**config.mk**
```make
export PLATFORM = sky130hd
export DESIGN_NAME = game_core
export DESIGN_NICKNAME = d
export VERILOG_FILES = /design/src/rtl/game_core.sv
export SDC_FILE = /design/constraint.sdc
export NUM_CORES = 1
export LEC_CHECK = 0
export CAP_MARGIN = 20
export CORE_ASPECT_RATIO = 1.25
export CORE_MARGIN = 8
export CORE_UTILIZATION = 40
export DETAILED_ROUTE_END_ITERATION = 12
export PLACE_DENSITY_LB_ADDON = 0.05
export SKIP_CTS_REPAIR_TIMING = 1
export SLEW_MARGIN = 25
export SYNTH_ARGS = -nofsm -noshare
export SYNTH_HDL_FRONTEND = slang
export SYNTH_SLANG_ARGS = --single-unit
```
**constraint.sdc**
```tcl
create_clock -name clk -period 4.5 [get_ports clk]
set_input_delay 0.9 -clock clk [delete_from_list [all_inputs] [get_ports clk]]
set_output_delay 0.9 -clock clk [all_outputs]
set_load 0.01 [all_outputs]
```
**src/rtl/game_core.sv**
```systemverilog
// game_core: sequential engine for the cat/dog/mouse lane game.
// Drives difficulty, game state, lane positions and step count for the display.
// Optional build macro: DOG_SHIELD_EN (a dog in the mouse lane blocks a cat hit).
module game_core #(
    parameter int         TICK_BASE = 25000000,
    parameter int         WIN_STEPS = 30,
    parameter logic [7:0] LFSR_SEED = 8'hA5
) (
    input  logic       clk,
    input  logic       rst,
    input  logic       sw6,
    input  logic       sw5,
    input  logic       btn_left,
    input  logic       btn_right,
    output logic [1:0] gameDifficulty,
    output logic [1:0] gameState,
    output logic [1:0] cnt_cat,
    output logic [1:0] cnt_dog,
    output logic [1:0] cnt_mouse,
    output logic [5:0] steps
);
    localparam logic [1:0] S_LOSE  = 2'd0;
    localparam logic [1:0] S_WIN   = 2'd1;
    localparam logic [1:0] S_PLAY  = 2'd2;
    localparam logic [1:0] S_SETUP = 2'd3;

    localparam int            CW    = $clog2(TICK_BASE + 1);
    localparam logic [CW-1:0] TB    = CW'(TICK_BASE);
    localparam logic [5:0]    WIN_V = 6'(WIN_STEPS);

    logic [1:0]    r_state;
    logic [1:0]    r_diff;
    logic [1:0]    r_tdiff;
    logic [1:0]    r_cat;
    logic [1:0]    r_dog;
    logic [1:0]    r_mouse;
    logic [5:0]    r_steps;
    logic [CW-1:0] r_tcnt;
    logic [7:0]    r_lfsr;
    logic          r_left_q;
    logic          r_right_q;

    logic          w_le;
    logic          w_re;
    logic          w_hit;
    logic          w_tick;
    logic [CW-1:0] w_period;

    assign w_le     = btn_left & ~r_left_q;
    assign w_re     = btn_right & ~r_right_q;
    // Period is fixed by the difficulty captured at PLAY entry.
    assign w_period = TB >> r_tdiff;
    assign w_tick   = (w_period <= CW'(1)) || (r_tcnt >= w_period - CW'(1));

`ifdef DOG_SHIELD_EN
    assign w_hit = (r_cat == r_mouse) && (r_dog != r_mouse);
`else
    assign w_hit = (r_cat == r_mouse);
`endif

    // Registered copies of the button levels for rising-edge detection.
    always_ff @(posedge clk) begin
        if (rst) begin
            r_left_q  <= 1'b0;
            r_right_q <= 1'b0;
        end else begin
            r_left_q  <= btn_left;
            r_right_q <= btn_right;
        end
    end

    // Free-running Fibonacci LFSR, taps 8,6,5,4; a non-zero seed keeps it non-zero.
    always_ff @(posedge clk) begin
        if (rst) r_lfsr <= LFSR_SEED;
        else     r_lfsr <= {r_lfsr[6:0], r_lfsr[7] ^ r_lfsr[5] ^ r_lfsr[4] ^ r_lfsr[3]};
    end

    // Game FSM: difficulty select, mouse moves, tick-driven cat/dog, win/lose.
    always_ff @(posedge clk) begin
        if (rst) begin
            r_state <= S_SETUP;
            r_diff  <= 2'd0;
            r_tdiff <= 2'd0;
            r_mouse <= 2'd0;
            r_cat   <= 2'd2;
            r_dog   <= 2'd1;
            r_steps <= 6'd0;
            r_tcnt  <= '0;
        end else if (!sw6) begin
            r_state <= S_SETUP;
            r_mouse <= 2'd0;
            r_cat   <= 2'd2;
            r_dog   <= 2'd1;
            r_steps <= 6'd0;
            r_tcnt  <= '0;
        end else begin
            case (r_state)
                S_SETUP: begin
                    r_mouse <= 2'd0;
                    r_cat   <= 2'd2;
                    r_dog   <= 2'd1;
                    r_steps <= 6'd0;
                    if (sw5) begin
                        if (w_re && !w_le)      r_diff <= r_diff + 2'd1;
                        else if (w_le && !w_re) r_diff <= r_diff - 2'd1;
                    end else begin
                        r_state <= S_PLAY;
                        r_tdiff <= r_diff;
                        r_tcnt  <= '0;
                    end
                end
                S_PLAY: begin
                    if (sw5) begin
                        r_state <= S_SETUP;
                        r_mouse <= 2'd0;
                        r_cat   <= 2'd2;
                        r_dog   <= 2'd1;
                        r_steps <= 6'd0;
                    end else if (w_hit) begin
                        // Positions freeze on the colliding configuration.
                        r_state <= S_LOSE;
                    end else if (r_steps == WIN_V) begin
                        r_state <= S_WIN;
                    end else begin
                        if (w_re && !w_le && r_mouse != 2'd3)      r_mouse <= r_mouse + 2'd1;
                        else if (w_le && !w_re && r_mouse != 2'd0) r_mouse <= r_mouse - 2'd1;
                        if (w_tick) begin
                            r_cat   <= r_lfsr[1:0];
                            r_dog   <= r_lfsr[3:2];
                            r_steps <= r_steps + 6'd1;
                            r_tcnt  <= '0;
                        end else begin
                            r_tcnt  <= r_tcnt + CW'(1);
                        end
                    end
                end
                default: begin
                    // WIN / LOSE: everything frozen until the player leaves.
                    if (sw5) begin
                        r_state <= S_SETUP;
                        r_mouse <= 2'd0;
                        r_cat   <= 2'd2;
                        r_dog   <= 2'd1;
                        r_steps <= 6'd0;
                    end
                end
            endcase
        end
    end

    assign gameDifficulty = r_diff;
    assign gameState      = r_state;
    assign cnt_cat        = r_cat;
    assign cnt_dog        = r_dog;
    assign cnt_mouse      = r_mouse;
    assign steps          = r_steps;
endmodule
```
**Word level (Yosys, flattened, before mapping)**

Index checks and enable logic that the tools add are counted.

- Logic and storage cells: 101
- Input bits: 6
- Register bits: 53
- Output and inout port bits: 16

- Magnitude comparators: 2
- Reductions and logical operators: 18
- Shift operators: 1
- Muxes and demuxes: 39
- Bitwise logic cells: 9
- Equality and inequality tests: 14
- $add $sub $neg: 7

Operator list:

| cell | count |
|---|---|
| $mux W25 | 5 |
| $pmux W25 S2 | 1 |
| $mux W2 | 23 |
| $mux W6 | 5 |
| $add A25 B1 Y25 const B | 1 |
| $ge A25 B25 Y1 | 1 |
| $le A25 B1 Y1 const B | 1 |
| $shr A25 B2 Y25 const A | 1 |
| $sub A25 B1 Y25 const B | 1 |
| $pmux W2 S2 | 4 |
| $pmux W6 S2 | 1 |
| $reduce_and A4 Y1 | 3 |
| $ne A2 B2 Y1 const B | 5 |
| $ne A3 B3 Y1 const B | 3 |
| $ne A4 B4 Y1 const B | 2 |
| $add A6 B1 Y6 const B | 1 |
| $eq A6 B5 Y1 const B | 1 |
| $reduce_and A3 Y1 | 2 |
| $reduce_bool A2 Y1 | 3 |
| $reduce_and A5 Y1 | 1 |
| $add A2 B1 Y2 const B | 2 |
| $eq A2 B2 Y1 const B | 2 |
| $logic_and A1 B1 Y1 | 4 |
| $not A1 Y1 | 4 |
| 8 further kinds | 13 |

**Longest topological paths before layout**

- Depth in word-level cells: 11
- Depth in mapped cells: 12
- Depth with buffers taken out: 11

**Least setup slack after synthesis**

Ideal clock, no wire load.

- Path kind: reg-to-reg
- Start point: register r_tdiff[0]
- End point: register r_tcnt[22]
- Cell stages (with the launch flop): 13
- Setup slack: 2.051 ns
- Data required time: 4.413 ns
- Arrival time: 2.362 ns
- Clock period less this slack: 2.449 ns
- Path buffers: 1
- Library setup time: 0.087 ns
- Cell sequence: dfxtp_1 -> inv_1 -> nand2_1 -> inv_1 -> ha_1 -> and3_1 -> a221oi_1 -> nor3_1 -> o21a_2 -> nor3_4 -> buf_4 -> nand2_1 -> o31ai_1

- Cells in the longest elaborated chain, start to end: 9
- Elaborated cells on any way between the ends: 10
- Those cells by class: 1 x add/sub; 2 x order compare; 1 x shift; 5 x mux; 1 x reduce/logical

RTL lines:

| what | RTL line | RTL |
|---|---|---|
| from (decl) | 33 | `logic [1:0] r_tdiff;` |
| from (signal assigned) | 108 | `r_tdiff <= r_diff;` |
| $shr A25 B2 Y25 (*) | 52 | `assign w_period = TB >> r_tdiff;` |
| $sub A25 B1 Y25 | 53 | `assign w_tick = (w_period <= CW'(1)) \|\| (r_tcnt >= w_period - CW'(1));` |
| $ge A25 B25 Y1 | 53 |  |
| $logic_or A1 B1 Y1 (*) | 53 |  |
| $mux W25 (*) | 127 | `if (w_tick) begin` |
| $mux W25 (*) | 122 | `end else if (r_steps == WIN_V) begin` |
| $mux W25 (*) | 119 | `end else if (w_hit) begin` |
| $mux W25 (*) | 113 | `if (sw5) begin` |
| $pmux W25 S2 (*) | 97 | `case (r_state)` |
| to (signal assigned) | 133 | `r_tcnt <= r_tcnt + CW'(1);` |
| to (decl) | 38 | `logic [CW-1:0] r_tcnt;` |

Every way passes the cells marked *; elsewhere a longest branch is shown, timed or not. The select of a mux whose other input is x is not followed.
A chain may end at the register's enable or synchronous reset.

**Final worst setup path**

- Start point: register r_tdiff[0]
- End point: register r_tcnt[2]

The elaborated chain is that of the path after synthesis.

==> impl_metrics.py <==
metrics = {
    "run_status": {
        "outcome": "complete, no violations",
    },
    "worst_hold_path": {
        "min_delay_path_depth": 1,
        "hp-class": "flip-flop to flip-flop",
        "hold_start": "r_lfsr[6]",
        "whs_endpoint": "r_lfsr[7]",
    },
    "sta": {
        "fin_hold_ws_ns": 0.429,
        "slew_headroom": 0.446,
        "finalMaxSlewViolations": 0,
        "tns_ns": 0,
        "post-route-period-util": 0.689,
        "worst_slew_pin_slew_ns": 0.830,
        "hold_viol_final": 0,
        "max_freq_mhz": 323,
        "finalClockSkew_ns": 0.00492,
        "setup_viol": 0,
        "period_minus_slack_ns": 3.10,
        "grt_setup_unrepaired": "no",
    },
    "route": {
        "wirelength_mm": 7.66,
        "wl_per_cell_um": 15.8,
        "drt_iter0_drc": 137,
        "vias_per_cell": 5.49,
        "firstDrtPassIters": 4,
        "drc_errors": 0,
        "vias": 2667,
        "postRouteAntennaNets": 0,
    },
    "grt": {
        "grt_overflow_total": 0,
        "grt_pass1_wl_mm": 13.0,
        "antenna_found_initial": 0,
        "grt_max_degree": 25,
        "grt_pass1_vias": 2687,
        "grt_use_total": 0.150,
    },
    "die": {
        "die_area_sq_um": 10700,
        "initial_core_util": 0.414,
        "die_x_um": 94.3,
        "die_y_um": 114,
        "placement_rows": 35,
        "core_area_sq_um": 7400,
        "io_pins": 22,
    },
    "layout": {
        "final_cell_mix": "53 x dfxtp_1, 39 x nand2_1, 38 x nor2_1",
        "drive_above_1_share": 0.0635,
        "design_area_sq_um": 3450,
        "n_antenna_cell": 0,
        "nNetsFinal": 423,
        "final_common_cell": "dfxtp_1",
        "area_delta_synth_final_pct": 12.6,
    },
    "synthesis": {
        "netlist_area_sq_um": 3060,
        "yosys_most_used_dff": "dfxtp_1",
        "postSynthAreaPerCell_sq_um": 8.19,
        "yosys_register_bits": 53,
        "synth_area_leaders": "dfxtp_1 35%, ha_1 9.8%, nand3_1 5.1%, nand2_1 4.8%, nor2_1 4.7%",
        "synth_top_area_share": 0.347,
        "synthArstFlopShare": 0,
        "ys_warn_count": 0,
        "synth_edf_count": 0,
        "synth_cell_types": 53,
        "syn_inst": 374,
        "yosysTopAreaCell": "dfxtp_1",
        "yosysSeqAreaShare": 0.347,
    },
    "worst_setup_path": {
        "crit_path_max_fanout": 17,
        "slowest_stage": "dfxtp_1",
        "worstPathArrival_ns": 3.34,
        "worstPathCellList": "inv_1 -> nand2_1 -> inv_1 -> ha_1 -> and3_1 -> a221oi_1 -> nor3_1 -> o21a_2 -> nor3_4 -> buf_4 -> a41oi_1 -> a21oi_1",
        "rrSetupSlack_ns": 1.40,
        "r2r.worst_path.cells": 12,
        "setup.worst_path.class": "flip-flop to flip-flop",
        "critPathRequiredTime_ns": 4.75,
        "r2r_end": "r_tcnt[2]",
        "path_common_cell": "inv_1",
        "critPathCaptureType": "flip-flop",
        "crit_path_max_incr_delay_ns": 0.53,
        "timing.rr.start": "r_tdiff[0]",
        "cp-start-kind": "flip-flop",
    },
    "cts": {
        "cts.sinks": 53,
        "root_buffer": "clkbuf_8",
        "numCtsBuffers": 5,
        "clkTransAtPathRegs_ns": 0.11,
        "clk_latency_ns": 0.31,
        "cts_max_path_buffers": 2,
        "cts_tree": "done",
        "h-tree-depth": 2,
    },
    "power_and_ir_drop": {
        "pwr_density_cell_nw_per_um2": 243,
        "vdd_drop_max_mv": 0.205,
        "leakage_nw": 1.33,
    },
    "place": {
        "gp_congestion": 0.768,
        "place_area_sq_um": 3350,
        "numPortBuffers": 21,
        "dpl.hpwl_mm": 5.62,
    },
    "run": {
        "max_cap_violations": 0,
    },
}
[kinds of logic (layout without fill, tap and decap cells)]
group	count (synthesis)	after routing	synth area share
simple gates	169	169	0.289
compound gates	75	75	0.163
flops	53	53	0.347
buf+inv	29	47	0.0380
fa+ha+maj	24	24	0.0981
xor+xnor	20	20	0.0572
other cells	2	4	0.00245
mux	2	2	0.00654
[cell usage after synthesis (all sizes together) (2+ instances only)]
| library cell | number |
|---|---|
| mux2i | 2 |
| nand2b | 5 |
| ha | 24 |
| nand2 | 40 |
| conb | 2 |
| nand4 | 9 |
| o21ai | 7 |
| o22ai | 2 |
| nand4b | 2 |
| a31oi | 18 |
| buf | 4 |
| dfxtp | 53 |
| or2 | 5 |
| and3 | 9 |
| nor2b | 11 |
| xnor2 | 6 |
| nor2 | 38 |
| a21oi | 23 |
| nor3 | 7 |
| o31ai | 6 |
| a41oi | 2 |
| o21a | 4 |
| o32a | 2 |
| xor2 | 14 |
| or4 | 4 |
| nand3 | 31 |
| inv | 16 |
| nand3b | 3 |
| clkbuf | 9 |
| a21o | 3 |
[final cells by class]
type | instances | area (sq um)
Clock buffer | 5 | 68.8
Clock inverter | 3 | 26.3
Fill cell | 751 | 3950
Inverter | 16 | 60.1
Multi-Input combinational cell | 294 | 1890
Sequential cell | 53 | 1060
Tap cell | 92 | 115
Timing Repair Buffer | 23 | 225
[routing by layer]
layer | up-vias | wire (um) | GRT usage
met4 | 0 | 83 | 0.0456
met3 | 6 | 193 | 0.0342
met2 | 28 | 3800 | 0.261
met1 | 1268 | 3590 | 0.174
li1 | 1365 | - | -
met5 | - | 0 | 0
[flip-flops by register name, summed over array words and instances (netlist names)]
register / cells
cnt_cat: 2
cnt_mouse: 2
r_lfsr: 8
r_tdiff: 2
r_tcnt: 25
cnt_dog: 2
gameState: 2
steps: 6
r_left_q: 1
gameDifficulty: 2
r_right_q: 1
[metrics by stage]
step	std cells	power [mW]	worst slack, ns	utilization
floorplan	376	0.538	2.05	-
CTS	486	0.854	1.40	0.466
global placement	478	0.560	1.37	0.453
detailed placement	478	0.561	1.26	0.453
global route	486	0.879	1.12	0.466
finish	486	0.840	1.40	0.466
[critical path: cells and delay by family, from the launching register on]
| kind | cells | cell delay [ns] |
|---|---|---|
| buffers and inverters | 3 | 0.54 |
| DFF | 1 | 0.53 |
| and+or+nand+nor | 4 | 0.83 |
| AOI/OAI and AO/OA | 4 | 0.87 |
| adders and majority gates | 1 | 0.27 |
[how the worst max path moves through the flow]
stage	start	end	slack, ns	cells past startpoint
after CTS	r_tdiff[1]	r_tcnt[6]	1.40	12
final	r_tdiff[0]	r_tcnt[2]	1.40	12
after global placement	rst	cnt_cat[1]	1.37	4
after global routing	r_tdiff[0]	r_tcnt[4]	1.12	12
after detailed placement	sw5	r_tcnt[2]	1.26	8
after floorplan	r_tdiff[0]	r_tcnt[22]	2.05	12
[report_power, final]
part	switching [mW]	total [mW]	leakage [nW]	internal [mW]
Sequential	0.00773	0.486	0.430	0.479
Clock	0.176	0.290	0.0487	0.114
Combinational	0.0369	0.0630	0.846	0.0261
Total	0.221	0.840	1.33	0.619
(Power assumes the default switching activity.)
